==> src/rtl/spi_top.sv <==
// Loop-back SPI link (mode 0): master and slave cores in one clock domain, wired back-to-back.
// Optional build macro SPI_LSB_FIRST_EN selects LSB-first shifting at both ends; default is MSB first.
module spi_top #(
  parameter int CLK_DIV = 4,
  parameter int WIDTH   = 8
) (
  input  logic             clk,
  input  logic             reset,
  input  logic             start,
  input  logic [WIDTH-1:0] master_din,
  input  logic [WIDTH-1:0] slave_din,
  output logic [WIDTH-1:0] master_dout,
  output logic [WIDTH-1:0] slave_dout,
  output logic             busy,
  output logic             done,
  output logic             sclk,
  output logic             cs_n,
  output logic             mosi,
  output logic             miso
);

  localparam int DIV_W  = (CLK_DIV > 1) ? $clog2(CLK_DIV) : 1;
  localparam int EDGE_W = $clog2(2 * WIDTH) + 1;
  localparam logic [DIV_W-1:0]  DIV_LAST  = DIV_W'(CLK_DIV - 1);
  localparam logic [EDGE_W-1:0] EDGE_LAST = EDGE_W'(2 * WIDTH - 1);

  // Bit-order helpers shared by both ends so the two cores can never disagree.
`ifdef SPI_LSB_FIRST_EN
  function automatic logic first_bit(input logic [WIDTH-1:0] v);
    return v[0];
  endfunction
  function automatic logic next_bit(input logic [WIDTH-1:0] v);
    return v[1];
  endfunction
  function automatic logic [WIDTH-1:0] shift_out(input logic [WIDTH-1:0] v);
    return v >> 1;
  endfunction
  function automatic logic [WIDTH-1:0] shift_in(input logic [WIDTH-1:0] v, input logic b);
    return {b, v[WIDTH-1:1]};
  endfunction
`else
  function automatic logic first_bit(input logic [WIDTH-1:0] v);
    return v[WIDTH-1];
  endfunction
  function automatic logic next_bit(input logic [WIDTH-1:0] v);
    return v[WIDTH-2];
  endfunction
  function automatic logic [WIDTH-1:0] shift_out(input logic [WIDTH-1:0] v);
    return v << 1;
  endfunction
  function automatic logic [WIDTH-1:0] shift_in(input logic [WIDTH-1:0] v, input logic b);
    return {v[WIDTH-2:0], b};
  endfunction
`endif

  typedef enum logic [1:0] {M_IDLE, M_LOAD, M_XFER, M_HOLD} m_state_t;
  typedef enum logic       {S_IDLE, S_ACTIVE}               s_state_t;

  m_state_t          m_state;
  logic [WIDTH-1:0]  m_tx;
  logic [WIDTH-1:0]  m_rx;
  logic [DIV_W-1:0]  div_cnt;
  logic [EDGE_W-1:0] edge_cnt;

  s_state_t          s_state;
  logic [WIDTH-1:0]  s_tx;
  logic [WIDTH-1:0]  s_rx;
  logic              sclk_q;
  logic              cs_q;

  // Master: owns SCLK/CS_N/MOSI and publishes both results at the end of HOLD.
  // NOTE: state is updated with non-blocking assignments so every register
  // samples pre-edge values, matching the hardware it describes.
  always_ff @(posedge clk) begin
    if (reset) begin
      m_state     <= M_IDLE;
      m_tx        <= '0;
      m_rx        <= '0;
      div_cnt     <= '0;
      edge_cnt    <= '0;
      sclk        <= 1'b0;
      cs_n        <= 1'b1;
      mosi        <= 1'b0;
      busy        <= 1'b0;
      done        <= 1'b0;
      master_dout <= '0;
      slave_dout  <= '0;
    end else begin
      done <= 1'b0;
      case (m_state)
        M_IDLE: begin
          if (start) begin
            m_tx    <= master_din;
            busy    <= 1'b1;
            m_state <= M_LOAD;
          end
        end
        M_LOAD: begin
          cs_n     <= 1'b0;
          mosi     <= first_bit(m_tx);
          m_rx     <= '0;
          div_cnt  <= '0;
          edge_cnt <= '0;
          m_state  <= M_XFER;
        end
        M_XFER: begin
          if (div_cnt == DIV_LAST) begin
            div_cnt  <= '0;
            sclk     <= ~sclk;
            edge_cnt <= edge_cnt + 1'b1;
            if (!sclk) begin
              m_rx <= shift_in(m_rx, miso);
            end else begin
              m_tx <= shift_out(m_tx);
              mosi <= next_bit(m_tx);
            end
            if (edge_cnt == EDGE_LAST) m_state <= M_HOLD;
          end else begin
            div_cnt <= div_cnt + 1'b1;
          end
        end
        M_HOLD: begin
          if (div_cnt == DIV_LAST) begin
            cs_n        <= 1'b1;
            busy        <= 1'b0;
            mosi        <= 1'b0;
            master_dout <= m_rx;
            slave_dout  <= s_rx;
            done        <= 1'b1;
            m_state     <= M_IDLE;
          end else begin
            div_cnt <= div_cnt + 1'b1;
          end
        end
        default: m_state <= M_IDLE;
      endcase
    end
  end

  // Slave: oversamples SCLK and CS_N on clk; edges are seen one cycle late,
  // which fits inside the CLK_DIV >= 2 half-period.
  always_ff @(posedge clk) begin
    if (reset) begin
      s_state <= S_IDLE;
      s_tx    <= '0;
      s_rx    <= '0;
      sclk_q  <= 1'b0;
      cs_q    <= 1'b1;
      miso    <= 1'b0;
    end else begin
      sclk_q <= sclk;
      cs_q   <= cs_n;
      case (s_state)
        S_IDLE: begin
          miso <= 1'b0;
          if (!cs_n && cs_q) begin
            s_tx    <= slave_din;
            s_rx    <= '0;
            miso    <= first_bit(slave_din);
            s_state <= S_ACTIVE;
          end
        end
        S_ACTIVE: begin
          if (cs_n) begin
            miso    <= 1'b0;
            s_state <= S_IDLE;
          end else if (sclk && !sclk_q) begin
            s_rx <= shift_in(s_rx, mosi);
          end else if (!sclk && sclk_q) begin
            s_tx <= shift_out(s_tx);
            miso <= next_bit(s_tx);
          end
        end
        default: s_state <= S_IDLE;
      endcase
    end
  end

endmodule

==> config.mk <==
export PLATFORM = sky130hd
export DESIGN_NAME = spi_top
export DESIGN_NICKNAME = d
export VERILOG_FILES = /design/src/rtl/spi_top.sv
export SDC_FILE = /design/constraint.sdc
export NUM_CORES = 1
export LEC_CHECK = 0
export BUFFER_PORTS_ARGS = -buffer_cell sky130_fd_sc_hd__buf_2
export CAP_MARGIN = 0
export CORE_MARGIN = 1
export CORE_UTILIZATION = 44
export DETAILED_ROUTE_END_ITERATION = 7
export SLEW_MARGIN = 20
export SYNTH_ARGS = -nofsm -noshare
export SYNTH_HDL_FRONTEND = slang
export SYNTH_SLANG_ARGS = --single-unit
==> constraint.sdc <==
create_clock -name clk -period 2.3 [get_ports clk]
set_clock_uncertainty 0.05 [all_clocks]
set_input_delay 0.115 -clock clk [delete_from_list [all_inputs] [get_ports clk]]
set_output_delay 0.115 -clock clk [all_outputs]
set_load 0.005 [all_outputs]
### Word-level counts from Yosys, hierarchy flattened

Cells that the tools add are included.

| word-level totals | value |
|---|---|
| flip-flop bits (word level) | 65 |
| input bits | 19 |

| operators by class | value |
|---|---|
| bitwise gates (word level) | 3 |
| add/subtract/negate cells | 2 |
| equal/unequal tests | 19 |
| reduce and logical (&&, ||, !) cells | 26 |
| muxes and demuxes | 43 |

Operators by type and width:

| kind | count |
|---|---|
| 8-bit two-way mux | 8 |
| 8-bit one-hot mux with 2 select lines | 3 |
| 7-bit two-way mux | 4 |
| 2-bit != test, second input constant | 10 |
| 4-bit AND reduction | 4 |
| 7-bit one-hot mux with 2 select lines | 1 |
| 1-bit two-way mux | 12 |
| 2-bit two-way mux | 6 |
| 2-bit AND reduction | 6 |
| 5-bit one-hot mux with 2 select lines | 1 |
| 3-bit AND reduction | 3 |
| 1-bit one-hot mux with 2 select lines | 4 |
| 2-bit one-hot mux with 4 select lines | 1 |
| 2-bit nonzero test | 4 |
| 2-bit equality test, second input constant | 3 |
| 2-bit one-hot mux with 3 select lines | 1 |
| 5-bit by 1-bit adder with 5-bit output, second input constant | 1 |
| 5-bit by 4-bit equality test with 1-bit output, second input constant | 1 |
| 5-bit two-way mux | 1 |
| 2-bit by 1-bit != test with 1-bit output, second input constant | 2 |
| 1-bit logical AND | 3 |
| 1-bit logical NOT | 3 |
| 3-bit by 2-bit != test with 1-bit output, second input constant | 1 |
| 3-bit != test, second input constant | 1 |
| 7 further kinds | 9 |

### Logic depth before layout (Yosys ltp)

| depth | value |
|---|---|
| depth after elaboration | 6 |
| gate-level depth with buffers | 8 |
| gate-level depth less buffers | 6 |

### Worst setup path before layout

OpenSTA, ideal clock, no wires.

| timing | value |
|---|---|
| path type | register to register |
| start | reg m_state[0] |
| end | reg m_tx[6] |
| library setup time | 0.079 ns |
| cell stages (with the launch flop) | 9 |
| slack | 0.681 ns |
| arrival time | 1.489 ns |
| required time | 2.171 ns |
| cell sequence | dfxtp_1 > inv_1 > ha_1 > buf_2 > nor2_1 > a211oi_4 > buf_6 > nor2_1 > a211oi_2 |

| on the way | value |
|---|---|
| word-level cells in the longest chain between the ends | 3 |

RTL lines:

| element | RTL line | text |
|---|---|---|
| from (decl) | 59 | `m_state_t m_state;` |
| from (signal assigned) | 76 | `m_state <= M_IDLE;` |
| from (signal assigned) | 95 | `m_state <= M_LOAD;` |
| from (signal assigned) | 104 | `m_state <= M_XFER;` |
| 2-bit equality test or 2-bit logical NOT (tied branches) | 90 | `case (m_state)` |
| 2-bit != test (no line) or 2-bit nonzero test (tied branches) | n/a |  |
| 4-bit AND reduction (no line) | n/a |  |
| to (signal assigned) | 93 | `m_tx <= master_din;` |
| to (signal assigned) | 114 | `m_tx <= shift_out(m_tx);` |
| to (decl) | 60 | `logic [WIDTH-1:0] m_tx;` |

Several ways; a longest one is shown, not always the timed one.
A chain may end at the register's enable or synchronous reset.

### Worst setup path in the final report

| timing | value |
|---|---|
| start | reg m_state[0] |
| end | reg m_rx[5] |

| on the way | value |
|---|---|
| word-level cells in the longest chain between the ends | 3 |

RTL lines:

| element | RTL line | text |
|---|---|---|
| 2-bit equality test or 2-bit by 1-bit equality test with 1-bit output (tied branches) | 90 |  |
| 2-bit != test (no line) or 2-bit nonzero test (tied branches) | n/a |  |
| 3-bit AND reduction (no line) | n/a |  |
| to (signal assigned) | 112 | `m_rx <= shift_in(m_rx, miso);` |
| to (decl) | 61 | `logic [WIDTH-1:0] m_rx;` |

Several ways; a longest one is shown, not always the timed one.

==> run metrics <==
status=completed; CP endpoint kind=flip-flop; average instance area after synthesis=9.67 sq um; H-tree Lvls=3; Cell Chain, Critical Path=inv_1, ha_1, buf_4, nand2_1, nor2_1, nand2_1, a21oi_1; Reg clk slew, reported paths=0.07 ns; IR drop worst, VDD=641 uV; Initial Utilization=45.6%; largest net degree at the start of global routing=30; Routed Antenna Nets=0; initial antenna violation count=0; synth top area cells=dfxtp_1, mux2i_1, a22o_1, nor2_1, ha_1; Cell Area, Placed=2980 sq um; Lkg Pwr=1.36 nW; register area share after synthesis=47.9%; vias in the first global route=1829; Final Cycle Share=82.6%; Worst setup SP type=flip-flop; via count=2113; Max Slew Vio Count=0; most used standard cell by instance count after synthesis=dfxtp_1; clock latency at the later pin of the worst-skew pair=0.34 ns; netlist area before placement=2720 sq um; total CTS buffers=9; Post-synth top cells=dfxtp_1, nor2_1, a21oi_1; clock sink total=65; arrival time worst endpoint=2.12 ns; Synth Register Bits=65; synth-to-layout area growth=18.3%; vias per inst=5.24; TNS Setup=0 ns; final worst slack=0.401 ns; P per Cell Area=1080 nW/um^2; core area=5960 sq um; Post-DP HPWL=3.51 mm; fraction of registers with async set/reset=0%; FMAX=527 MHz; RePlAce Congestion=0.779; DR pass1 iterations=4; count of final hold-check violations=0; IO buf count=40; Post-CTS Setup Inserts=0; global-route wire length before repair=8.54 mm; post-synth net total=308; synth unique cells=40; Worst Path Buf+Inv=2; gr usage total=17.4%; Rows=28; Root Buffer Master=clkbuf_8; min cycle time layout=1.90 ns; Yosys warning count=0; Synth area leader=dfxtp_1; worst min path class=input pin to flip-flop; Rel. slew slack=60.4%; RSZ-0062 raised after global routing=no; crit-path most repeated cell=nand2_1; Main synth FF type=dfxtp_1; final wirelength=5.20 mm; Mapped Cells=281; fillers=563; nets=350; post-synth top area share=47.9%; Die Wd=80.6 um; final global-route overflow total=0; number of antenna cells inserted=0; layout cell share with drive strength beyond 1=23.8%; slowest CP cell=nor2_1; die area=6490 sq um; Routed wire per std cell=12.9 um; register area=1300 sq um; Crit path required time=2.52 ns; final setup fails=0; Worst path max stage delay=0.43 ns; crit-path max FO=12; die height=80.6 um; DR iter-0 viols=79; cts hold-fix bufs=1; final instance area=3210 sq um; post-CTS sizing=0; DRC viols=0; max cap viols=0; CTS max path bufs=2; CTS tree=done; Setup Crit Path Kind=flip-flop to flip-flop; EDFF count, synth=0; multi-input logic area=1290 sq um; Place WS=0.431 ns; CP delay by family, top=simple AND/OR/NAND/NOR gates; measured slew at the worst slew-check pin=0.594 ns; I/O pin cnt=41
cells in the final DEF, fill, tap and decap left out, types with 2 or more instances in the layout:
master	netlist	routed
dfxtp_1	65	65
buf_2	7	40
nor2_1	32	32
a21oi_1	19	19
a22o_1	17	17
nand2_1	16	16
mux2i_1	15	15
a211oi_1	10	10
clkbuf_8	0	10
nand3_1	9	9
buf_4	4	9
nor3b_1	8	8
a41o_1	8	8
ha_1	8	8
o21ai_0	7	7
inv_1	6	6
nand2b_1	6	6
nor2b_1	5	5
nor3_1	4	4
a21oi_2	3	3
or2_2	3	3
nand3b_1	3	3
a211oi_2	3	3
bufinv_16	0	2
sequential cells by signal, indices dropped and copies added (netlist names), 2 cells and up:
name         flops
m_rx             8
div_cnt          2
m_tx             8
edge_cnt         5
m_state          2
s_rx             8
slave_dout       8
s_tx             7
master_dout      8
cells by family after synthesis:
group / Yosys count / synth area share [%]
AND/OR/NAND/NOR: 91 / 16.6
AO/OA/AOI/OAI: 75 / 21.1
flip-flops: 65 / 47.9
buffers and inverters: 26 / 4.74
multiplexers: 16 / 5.94
adder cells (fa/ha/maj): 8 / 3.68
metal layers:
metal / wire length, um / part of all wire (%) / global-route usage, %
met1: 2540 / 49 / 22.0
met2: 2390 / 46 / 26.4
met3: 209 / 4.0 / 6.93
met4: 62 / 1.2 / 6.79
met5: 0 / 0 / 0
worst reg2reg max path: stages, from the launching register on:
cell and delay (ns):
dfxtp_1 0.33, inv_1 0.12, ha_1 0.31, buf_4 0.22, nand2_1 0.12, nor2_1 0.43
nand2_1 0.12, a21oi_1 0.13
worst paths after layout:
kind	endpoint	startpoint	cells after the start	slack [ns]
setup / recovery	m_rx[5]	m_state[0]	7	0.40
hold / removal	s_tx[5]	slave_din[5]	3	0.06
setup reg to reg	m_rx[5]	m_state[0]	7	0.40
hold reg to reg	slave_dout[7]	s_rx[7]	1	0.41
power breakdown:
group | internal [mW] | switching, mW | total (mW) | leakage, nW
Clock | 0.643 | 0.453 | 1.10 | 0.113
Sequential | 1.27 | 0.103 | 1.37 | 0.528
Combinational | 0.430 | 0.576 | 1.01 | 0.724
per-stage QoR:
step	hold WS [ns]	instances	utilization (%)	total power, mW
2_1_floorplan	0.195	281	-	2.21
3_3_place_gp	0.313	386	50.0	2.39
3_5_place_dp	0.309	386	50.0	2.40
4_1_cts	0.0390	403	54.0	3.52
5_1_grt	0.0698	403	54.0	3.70
6_report	0.0587	403	54.0	3.47
final cells by class:
| type | count | area share, % |
|---|---|---|
| clock buffers | 10 | 4.28 |
| clock inverters | 6 | 2.80 |
| inverters | 7 | 0.817 |
| multi-input cells | 190 | 40.1 |
| flip-flops and latches | 65 | 40.5 |
| well taps | 75 | 2.92 |
| repair buffers | 50 | 8.64 |
(Power assumes the default switching activity.)
